## config.mk

```make
export PLATFORM = sky130hd
export DESIGN_NAME = mem_port_arbiter
export DESIGN_NICKNAME = d
export VERILOG_FILES = /design/src/rtl/mem_port_arbiter_pkg.sv /design/src/rtl/mem_arb_picker.sv /design/src/rtl/mem_port_arbiter.sv
export SDC_FILE = /design/constraint.sdc
export NUM_CORES = 1
export LEC_CHECK = 0
export CAP_MARGIN = 40
export CORE_MARGIN = 2
export CORE_UTILIZATION = 34
export DETAILED_ROUTE_END_ITERATION = 10
export PLACE_DENSITY = 0.82
export SLEW_MARGIN = 10
export SYNTH_ARGS = -nofsm -noshare
export SYNTH_HDL_FRONTEND = slang
export SYNTH_SLANG_ARGS = --single-unit
export TNS_END_PERCENT = 10
```

## constraint.sdc

```tcl
create_clock -name clk -period 1.9 [get_ports clk]
set_input_delay 0.19 -clock clk [delete_from_list [all_inputs] [get_ports clk]]
set_output_delay 0.19 -clock clk [all_outputs]
set_load 0.01 [all_outputs]
```

## src/rtl/mem_port_arbiter_pkg.sv

```systemverilog
// Shared encodings for the two-port memory arbiter: FSM states and port ownership.
package mem_port_arbiter_pkg;

    typedef enum logic [1:0] {
        StIdle = 2'd0,
        StBusy = 2'd1,
        StDone = 2'd2
    } arb_state_e;

    typedef enum logic {
        OwnI = 1'b0,
        OwnD = 1'b1
    } owner_e;

endpackage

```

## src/rtl/mem_arb_picker.sv

```systemverilog
// Combinational grant selection between the fetch and data ports.
module mem_arb_picker
    import mem_port_arbiter_pkg::*;
#(
    parameter int unsigned RR_EN = 0
) (
    input  logic   i_req,
    input  logic   d_req,
    input  owner_e last_owner,
    output logic   grant_valid,
    output owner_e grant_owner
);

    always_comb begin
        grant_valid = i_req | d_req;
        grant_owner = OwnI;
        if (d_req && !i_req) begin
            grant_owner = OwnD;
        end else if (d_req && i_req) begin
            // On a tie, round-robin hands the grant to whoever did not win last time.
            if (RR_EN != 0) begin
                grant_owner = (last_owner == OwnI) ? OwnD : OwnI;
            end else begin
                grant_owner = OwnD;
            end
        end
    end

endmodule

```

## src/rtl/mem_port_arbiter.sv

```systemverilog
// Shares one ram_top between the instruction-fetch and data ports: serialises accesses,
// holds the downstream request stable, routes the response and aborts hung accesses.
module mem_port_arbiter
    import mem_port_arbiter_pkg::*;
#(
    parameter int unsigned ADDR_W  = 8,
    parameter int unsigned RR_EN   = 0,
    parameter int unsigned TIMEOUT = 64
) (
    input  logic              clk,
    input  logic              rst,
    input  logic              i_req,
    input  logic [ADDR_W-1:0] i_addr,
    output logic [31:0]       i_rdata,
    output logic              i_valid,
    output logic              i_err,
    input  logic              d_req,
    input  logic [ADDR_W-1:0] d_addr,
    input  logic              d_we,
    input  logic [31:0]       d_wdata,
    input  logic [3:0]        d_mask,
    output logic [31:0]       d_rdata,
    output logic              d_valid,
    output logic              d_err,
    output logic              mem_request,
    output logic [ADDR_W-1:0] mem_addr,
    output logic              mem_we,
    output logic [31:0]       mem_wdata,
    output logic [3:0]        mem_mask,
    input  logic [31:0]       mem_rdata,
    input  logic              mem_valid
);

    localparam int unsigned CntW = $clog2(TIMEOUT + 1);
    localparam logic [CntW-1:0] WdLast = CntW'(TIMEOUT - 1);

    arb_state_e        state_q, state_d;
    owner_e            owner_q, owner_d;
    owner_e            last_owner_q, last_owner_d;
    logic [CntW-1:0]   wd_cnt_q, wd_cnt_d;
    logic [ADDR_W-1:0] mem_addr_q, mem_addr_d;
    logic              mem_we_q, mem_we_d;
    logic [31:0]       mem_wdata_q, mem_wdata_d;
    logic [3:0]        mem_mask_q, mem_mask_d;

    logic   grant_valid;
    owner_e grant_owner;

    mem_arb_picker #(
        .RR_EN (RR_EN)
    ) u_picker (
        .i_req       (i_req),
        .d_req       (d_req),
        .last_owner  (last_owner_q),
        .grant_valid (grant_valid),
        .grant_owner (grant_owner)
    );

    always_ff @(posedge clk or posedge rst) begin
        if (rst) begin
            state_q      <= StIdle;
            owner_q      <= OwnI;
            last_owner_q <= OwnD;
            wd_cnt_q     <= '0;
            mem_addr_q   <= '0;
            mem_we_q     <= 1'b0;
            mem_wdata_q  <= '0;
            mem_mask_q   <= '0;
        end else begin
            state_q      <= state_d;
            owner_q      <= owner_d;
            last_owner_q <= last_owner_d;
            wd_cnt_q     <= wd_cnt_d;
            mem_addr_q   <= mem_addr_d;
            mem_we_q     <= mem_we_d;
            mem_wdata_q  <= mem_wdata_d;
            mem_mask_q   <= mem_mask_d;
        end
    end

    always_comb begin
        state_d      = state_q;
        owner_d      = owner_q;
        last_owner_d = last_owner_q;
        wd_cnt_d     = wd_cnt_q;
        mem_addr_d   = mem_addr_q;
        mem_we_d     = mem_we_q;
        mem_wdata_d  = mem_wdata_q;
        mem_mask_d   = mem_mask_q;
        i_valid      = 1'b0;
        i_err        = 1'b0;
        d_valid      = 1'b0;
        d_err        = 1'b0;

        unique case (state_q)
            StIdle: begin
                if (grant_valid) begin
                    owner_d      = grant_owner;
                    last_owner_d = grant_owner;
                    wd_cnt_d     = '0;
                    state_d      = StBusy;
                    if (grant_owner == OwnD) begin
                        mem_addr_d  = d_addr;
                        mem_we_d    = d_we;
                        mem_wdata_d = d_wdata;
                        mem_mask_d  = d_mask;
                    end else begin
                        // Fetches are reads: never let stale store controls leak through.
                        mem_addr_d  = i_addr;
                        mem_we_d    = 1'b0;
                        mem_wdata_d = '0;
                        mem_mask_d  = '0;
                    end
                end
            end
            StBusy: begin
                if (mem_valid) begin
                    i_valid = (owner_q == OwnI);
                    d_valid = (owner_q == OwnD);
                    state_d = StDone;
                end else if (wd_cnt_q == WdLast) begin
                    i_err   = (owner_q == OwnI);
                    d_err   = (owner_q == OwnD);
                    state_d = StDone;
                end else begin
                    wd_cnt_d = wd_cnt_q + CntW'(1);
                end
            end
            StDone: begin
                state_d = StIdle;
            end
            default: begin
                state_d = StIdle;
            end
        endcase
    end

    // Derived from state so an asynchronous reset drops the request immediately.
    assign mem_request = (state_q == StBusy);
    assign mem_addr    = mem_addr_q;
    assign mem_we      = mem_we_q;
    assign mem_wdata   = mem_wdata_q;
    assign mem_mask    = mem_mask_q;
    assign i_rdata     = mem_rdata;
    assign d_rdata     = mem_rdata;

endmodule

```

==> results of run 1 <==
==> layer usage <==
metal	global-route usage (%)	part of all wire, %	up-vias
met5	0	0	-
met4	6.127	3.0	0
met3	4.351	8.5	31
met2	22.64	50	93
met1	15.73	39	873
li1	-	-	854
==> how the worst max path moves through the flow <==
stage                                       start                 endpoint  slack, ps  depth (start not counted)
after floorplan                               rst  mem_addr[0]$_DFFE_PP0P_        370                          1
final                      state_q[1]$_DFFE_PP0P_                  i_valid         80                          4
after global placement    wd_cnt_q[1]$_DFFE_PP0P_                    d_err         50                          5
after detailed placement  wd_cnt_q[1]$_DFFE_PP0P_                    i_err        -20                          6
after CTS                  state_q[1]$_DFFE_PP0P_                  d_valid         40                          3
after global routing      wd_cnt_q[1]$_DFFE_PP0P_                    d_err          4                          5
==> sequential cells by signal (all words and copies together), names as in the netlist <==
signal     count
mem_addr       8
mem_mask       4
mem_wdata     32
mem_we         1
owner_q        1
state_q        2
wd_cnt_q       7
==> per-stage QoR <==
step	setup WS, ps	total power, mW
final	77.10	5.239
after global routing	4.005	5.585
after CTS	43.68	5.308
after detailed placement	-20.36	4.500
after global placement	49.16	4.434
after floorplan	367.1	3.224
==> cell usage after synthesis (3+ instances only) <==
cell | n | area share, %
a22o_1 | 37 | 12
buf_2 | 7 | 1.3
buf_4 | 65 | 18
clkbuf_1 | 3 | 0.42
dfrtp_1 | 55 | 51
mux2i_1 | 8 | 3.0
nand2_1 | 15 | 2.1
nand3_1 | 5 | 0.93
nor2_1 | 5 | 0.70
o21ai_0 | 10 | 1.9
==> critical path, cell delays in order (launching register included) <==
cell and delay [ps]:
dfrtp_1 440, nor2b_2 200, nand2_1 80, nor2_1 80, clkdlybuf4s50_1 540
==> power by group <==
part | internal (mW) | total (mW) | switching [mW]
clock network | 0.393 | 0.772 | 0.379
logic | 1.44 | 2.46 | 1.02
registers | 1.69 | 2.01 | 0.318
==> final cells by class <==
type,count,area (µm²),area share (%)
Tap cell,102,127.6,3.537
Clock buffer,5,68.82,1.907
Sequential cell,55,1376,38.14
Clock inverter,3,43.79,1.214
Inverter,2,7.507,0.2080
Multi-Input combinational cell,104,812.0,22.50
Timing Repair Buffer,117,1172,32.49
==> repair_timing <==
item | CTS | global route
setup endpoints to repair | 4 | 2
resized for setup | 7 | 2
hold buffers | 0 | 0
==> kinds of logic (layout without fill, tap and decap cells) <==
| family | count (synthesis) | in the layout | synth area share [%] |
|---|---|---|---|
| AND/OR/NAND/NOR | 37 | 37 | 7.471 |
| flip-flops | 55 | 55 | 51.04 |
| buffers and inverters | 77 | 127 | 20.09 |
| adder cells (fa/ha/maj) | 1 | 1 | 0.4640 |
| AO/OA/AOI/OAI | 58 | 58 | 17.96 |
| multiplexers | 8 | 8 | 2.970 |
==> impl_metrics.py, run 1 <==
metrics = {
    "status": {
        "status": "finished clean",
    },
    "worst_hold_path": {
        "min-delay-path-class": "in -> async",
    },
    "finish": {
        "layout_common_cells": "104 x clkdlybuf4s50_1, 55 x dfrtp_1, 37 x a22o_1, 15 x nand2_1, 10 x o21ai_0",
        "nFillCells": 712,
        "insertedDiodeCount": 0,
        "drive_gt1_share_pct": 10.49,
        "postLayoutCoreUtil_pct": 46.94,
        "nets": 376,
        "finalInstanceArea_um2": 3608,
        "stdcell_count": 388,
        "layout_commonest_cell": "clkdlybuf4s50_1",
        "syn_to_final_growth_pct": 33.83,
    },
    "placement": {
        "routabilityCongestion": 0.7664,
        "hpwl_um": 4449,
        "io_buffers": 107,
        "dp_cells": 380,
        "dpl_cell_area_um2": 3468,
    },
    "synth": {
        "avgSynthCellArea_um2": 11.43,
        "ys_seq_elements": 55,
        "synth_edf_count": 0,
        "ys_types": 30,
        "yosysSeqAreaShare_pct": 51.04,
        "netlist_instances": 236,
        "synthesis.area_um2": 2696,
        "synth-async-reset-ratio_pct": 100.0,
        "ys_warn_count": 0,
        "ys.flop_type": "dfrtp_1",
        "syn_nets": 327,
    },
    "routing": {
        "dr.first_iter.drc_count": 71,
        "viasPerCell": 4.771,
        "drtAntennaViolNets": 0,
        "vias": 1851,
        "wirelength_um": 5951,
        "drtPass1Iterations": 4,
        "wire_per_inst_um": 15.34,
        "drc": 0,
    },
    "clock_tree": {
        "cts_tree": "done",
        "numCtsBuffers": 5,
        "cts_sinks": 55,
        "clkTransAtPathRegs_ps": 100,
        "clock_latency_ps": 310,
        "post_cts_buffers": 0,
        "clk_path_buf_depth": 2,
        "htree_levels": 2,
        "cts-root-buf": "clkbuf_8",
    },
    "worst_setup_path": {
        "worstPathRequired_ps": 1710,
        "critPathMaxFanout": 4,
        "start_kind": "flop",
        "ff2ff_path_depth": 6,
        "critPathKind": "reg -> out",
        "r2r-end": "wd_cnt_q[4]$_DFFE_PP0P_",
        "cp.arrival_ps": 1630,
        "regToRegSetupSlack_ps": 250,
        "r2r-start": "wd_cnt_q[1]$_DFFE_PP0P_",
        "end_kind": "primary output",
    },
    "floorplanning": {
        "initial_core_util_pct": 35.07,
        "die_h_um": 93.05,
        "io_pins": 204,
        "die-area_um2": 8658,
        "num_rows": 32,
        "core_area_um2": 7687,
        "die_w_um": 93.05,
    },
    "sta": {
        "setup_viol": 0,
        "tns_ps": 0,
        "hold_viol": 0,
        "slew-limit-headroom_pct": 62.72,
        "period_needed_ps": 1823,
        "worstMarginPinSlew_ps": 558.4,
        "maxSlewViolCount": 0,
        "final.period_utilization_pct": 95.94,
        "max_freq_mhz": 548.6,
        "fin_skew_ps": 11.07,
        "holdWs_ps": 237.7,
        "rsz0062_at_grt": "false",
    },
    "power_and_ir_drop": {
        "leakage_nw": 1.557,
        "peakVddDrop_uv": 513.9,
        "p_per_area_nw_per_um2": 1452,
    },
    "global_route": {
        "grt_max_degree": 39,
        "grt_remaining_overflow": 0,
        "grt_antenna_before_repair": 0,
        "gr-usage-all-layers_pct": 13.49,
        "grt_pass1_wl_um": 9280,
        "grt_pass1_vias": 1900,
    },
    "job": {
        "maxCapViolations": 0,
    },
}
No activity file was read; power rests on OpenSTA's default activity.
==> inputs of run 2 (changes only) <==
--- a/config.mk
+++ b/config.mk
@@ -9,6 +9,7 @@
 export CORE_MARGIN = 2
 export CORE_UTILIZATION = 34
 export DETAILED_ROUTE_END_ITERATION = 10
+export GPL_ROUTABILITY_DRIVEN = 0
 export PLACE_DENSITY = 0.82
 export SLEW_MARGIN = 10
 export SYNTH_ARGS = -nofsm -noshare
==> results of run 2 <==
No change in the layout: final DEF, timing and power equal those of run 1.
==> RTL edit: new RTL, flow settings as in run 2 <==
`RR_EN` is set to 0 in 2 places; all go to 1.
--- a/src/rtl/mem_arb_picker.sv
+++ b/src/rtl/mem_arb_picker.sv
@@ -2,7 +2,7 @@
 module mem_arb_picker
     import mem_port_arbiter_pkg::*;
 #(
-    parameter int unsigned RR_EN = 0
+    parameter int unsigned RR_EN = 1
 ) (
     input  logic   i_req,
     input  logic   d_req,
--- a/src/rtl/mem_port_arbiter.sv
+++ b/src/rtl/mem_port_arbiter.sv
@@ -4,7 +4,7 @@
     import mem_port_arbiter_pkg::*;
 #(
     parameter int unsigned ADDR_W  = 8,
-    parameter int unsigned RR_EN   = 0,
+    parameter int unsigned RR_EN   = 1,
     parameter int unsigned TIMEOUT = 64
 ) (
     input  logic              clk,
Formal check against the unedited RTL: not equivalent (Yosys sat finds a counterexample within 4 cycles, from zero or initial values and one cycle with rst high).
==> RTL edit against run 2 <==
Synthesized area up 3.8%. Largest cell class unchanged. Setup slack better by 0.026 ns. Sequential cell count up 1. Cell area up 1.3%. Total power up 0.54%. Register-to-register slack worse by 0.07 ns. Routed wire length up 7.0%. Non-clock buffer count up 9.
==> RTL edit: results <==
metrics = {
    "outcome": {
        "status": "complete, no violations",
    },
    "clock_network": {
        "cts.sink_count": 56,
        "cts-resized-gates": 9,
    },
    "detailed_routing": {
        "length_of_routed_wiring_on_met1_mm": 2.67,
        "number_of_design_rule_violations_left_by_the_first_detailed_router_iteration": 74,
        "route.detailed.vias_per_inst": 4.85,
        "routedWlPerCell_um": 15.8,
    },
    "yosys": {
        "synth_fp_nets": 331,
        "yosys-top-cells-area": "sky130_fd_sc_hd__dfrtp_1, sky130_fd_sc_hd__buf_4, sky130_fd_sc_hd__a22o_1, sky130_fd_sc_hd__mux2i_1, sky130_fd_sc_hd__o21ai_0",
        "yosys.area_share.adder_pct": 0.447,
        "netlist-cell-type-count": 38,
    },
    "place": {
        "placement.setup.worst_slack_ns": 0.0188,
        "dpl.hpwl_mm": 4.59,
        "dpl-instance-area_um2": 3550,
    },
    "cells_and_area": {
        "seq_area_share_pct": 38.4,
        "layout.non_clock_inverters": 3,
        "multi_input_gate_share_of_the_layout_cell_area_pct": 22.1,
        "post_route_cells_drive_above_1_share_pct": 13.1,
        "layout.clock.cell_area_share_pct": 2.40,
    },
    "setup_path": {
        "r2r-start": "state_q[1]",
        "timing.critical_path.fanout_max": 2,
    },
    "global_route": {
        "globalRouteTotalUtil_pct": 13.9,
    },
    "pwr": {
        "max-vdd-ir-drop_v": 0.000610,
        "power.switching_mw": 1.77,
        "clk-power_mw": 0.640,
    },
    "die": {
        "design.core.area_um2": 8090,
    },
    "timing": {
        "worst_margin_pin_slew_ns": 0.532,
    },
}
[RTL edit: metal layers]
metal  global-route usage [%]  vias up
li1                         -      906
met1                     17.7      938
met2                     23.0       80
met3                     2.39       24
met4                     6.52        0
met5                        0        -
[RTL edit: worst max-delay path by stage]
stage / from / endpoint / slack [ns] / cells after the start
finish: wd_cnt_q[1] / i_err / 0.10 / 6
global route: wd_cnt_q[1] / i_err / -0.05 / 6
CTS: wd_cnt_q[0] / i_err / 0.04 / 6
detailed placement: wd_cnt_q[0] / i_err / 0.02 / 5
global placement: wd_cnt_q[0] / i_err / 0.03 / 5
floorplan: rst / mem_addr[0] / 0.34 / 1
[RTL edit: worst max-delay path, cell delays in order (launching register included)]
cell and delay, ns:
sky130_fd_sc_hd__dfrtp_1 0.36, sky130_fd_sc_hd__ha_1 0.17, sky130_fd_sc_hd__nand4_1 0.15, sky130_fd_sc_hd__nor3_2 0.19
sky130_fd_sc_hd__buf_4 0.15, sky130_fd_sc_hd__nor3b_2 0.14, sky130_fd_sc_hd__buf_2 0.15
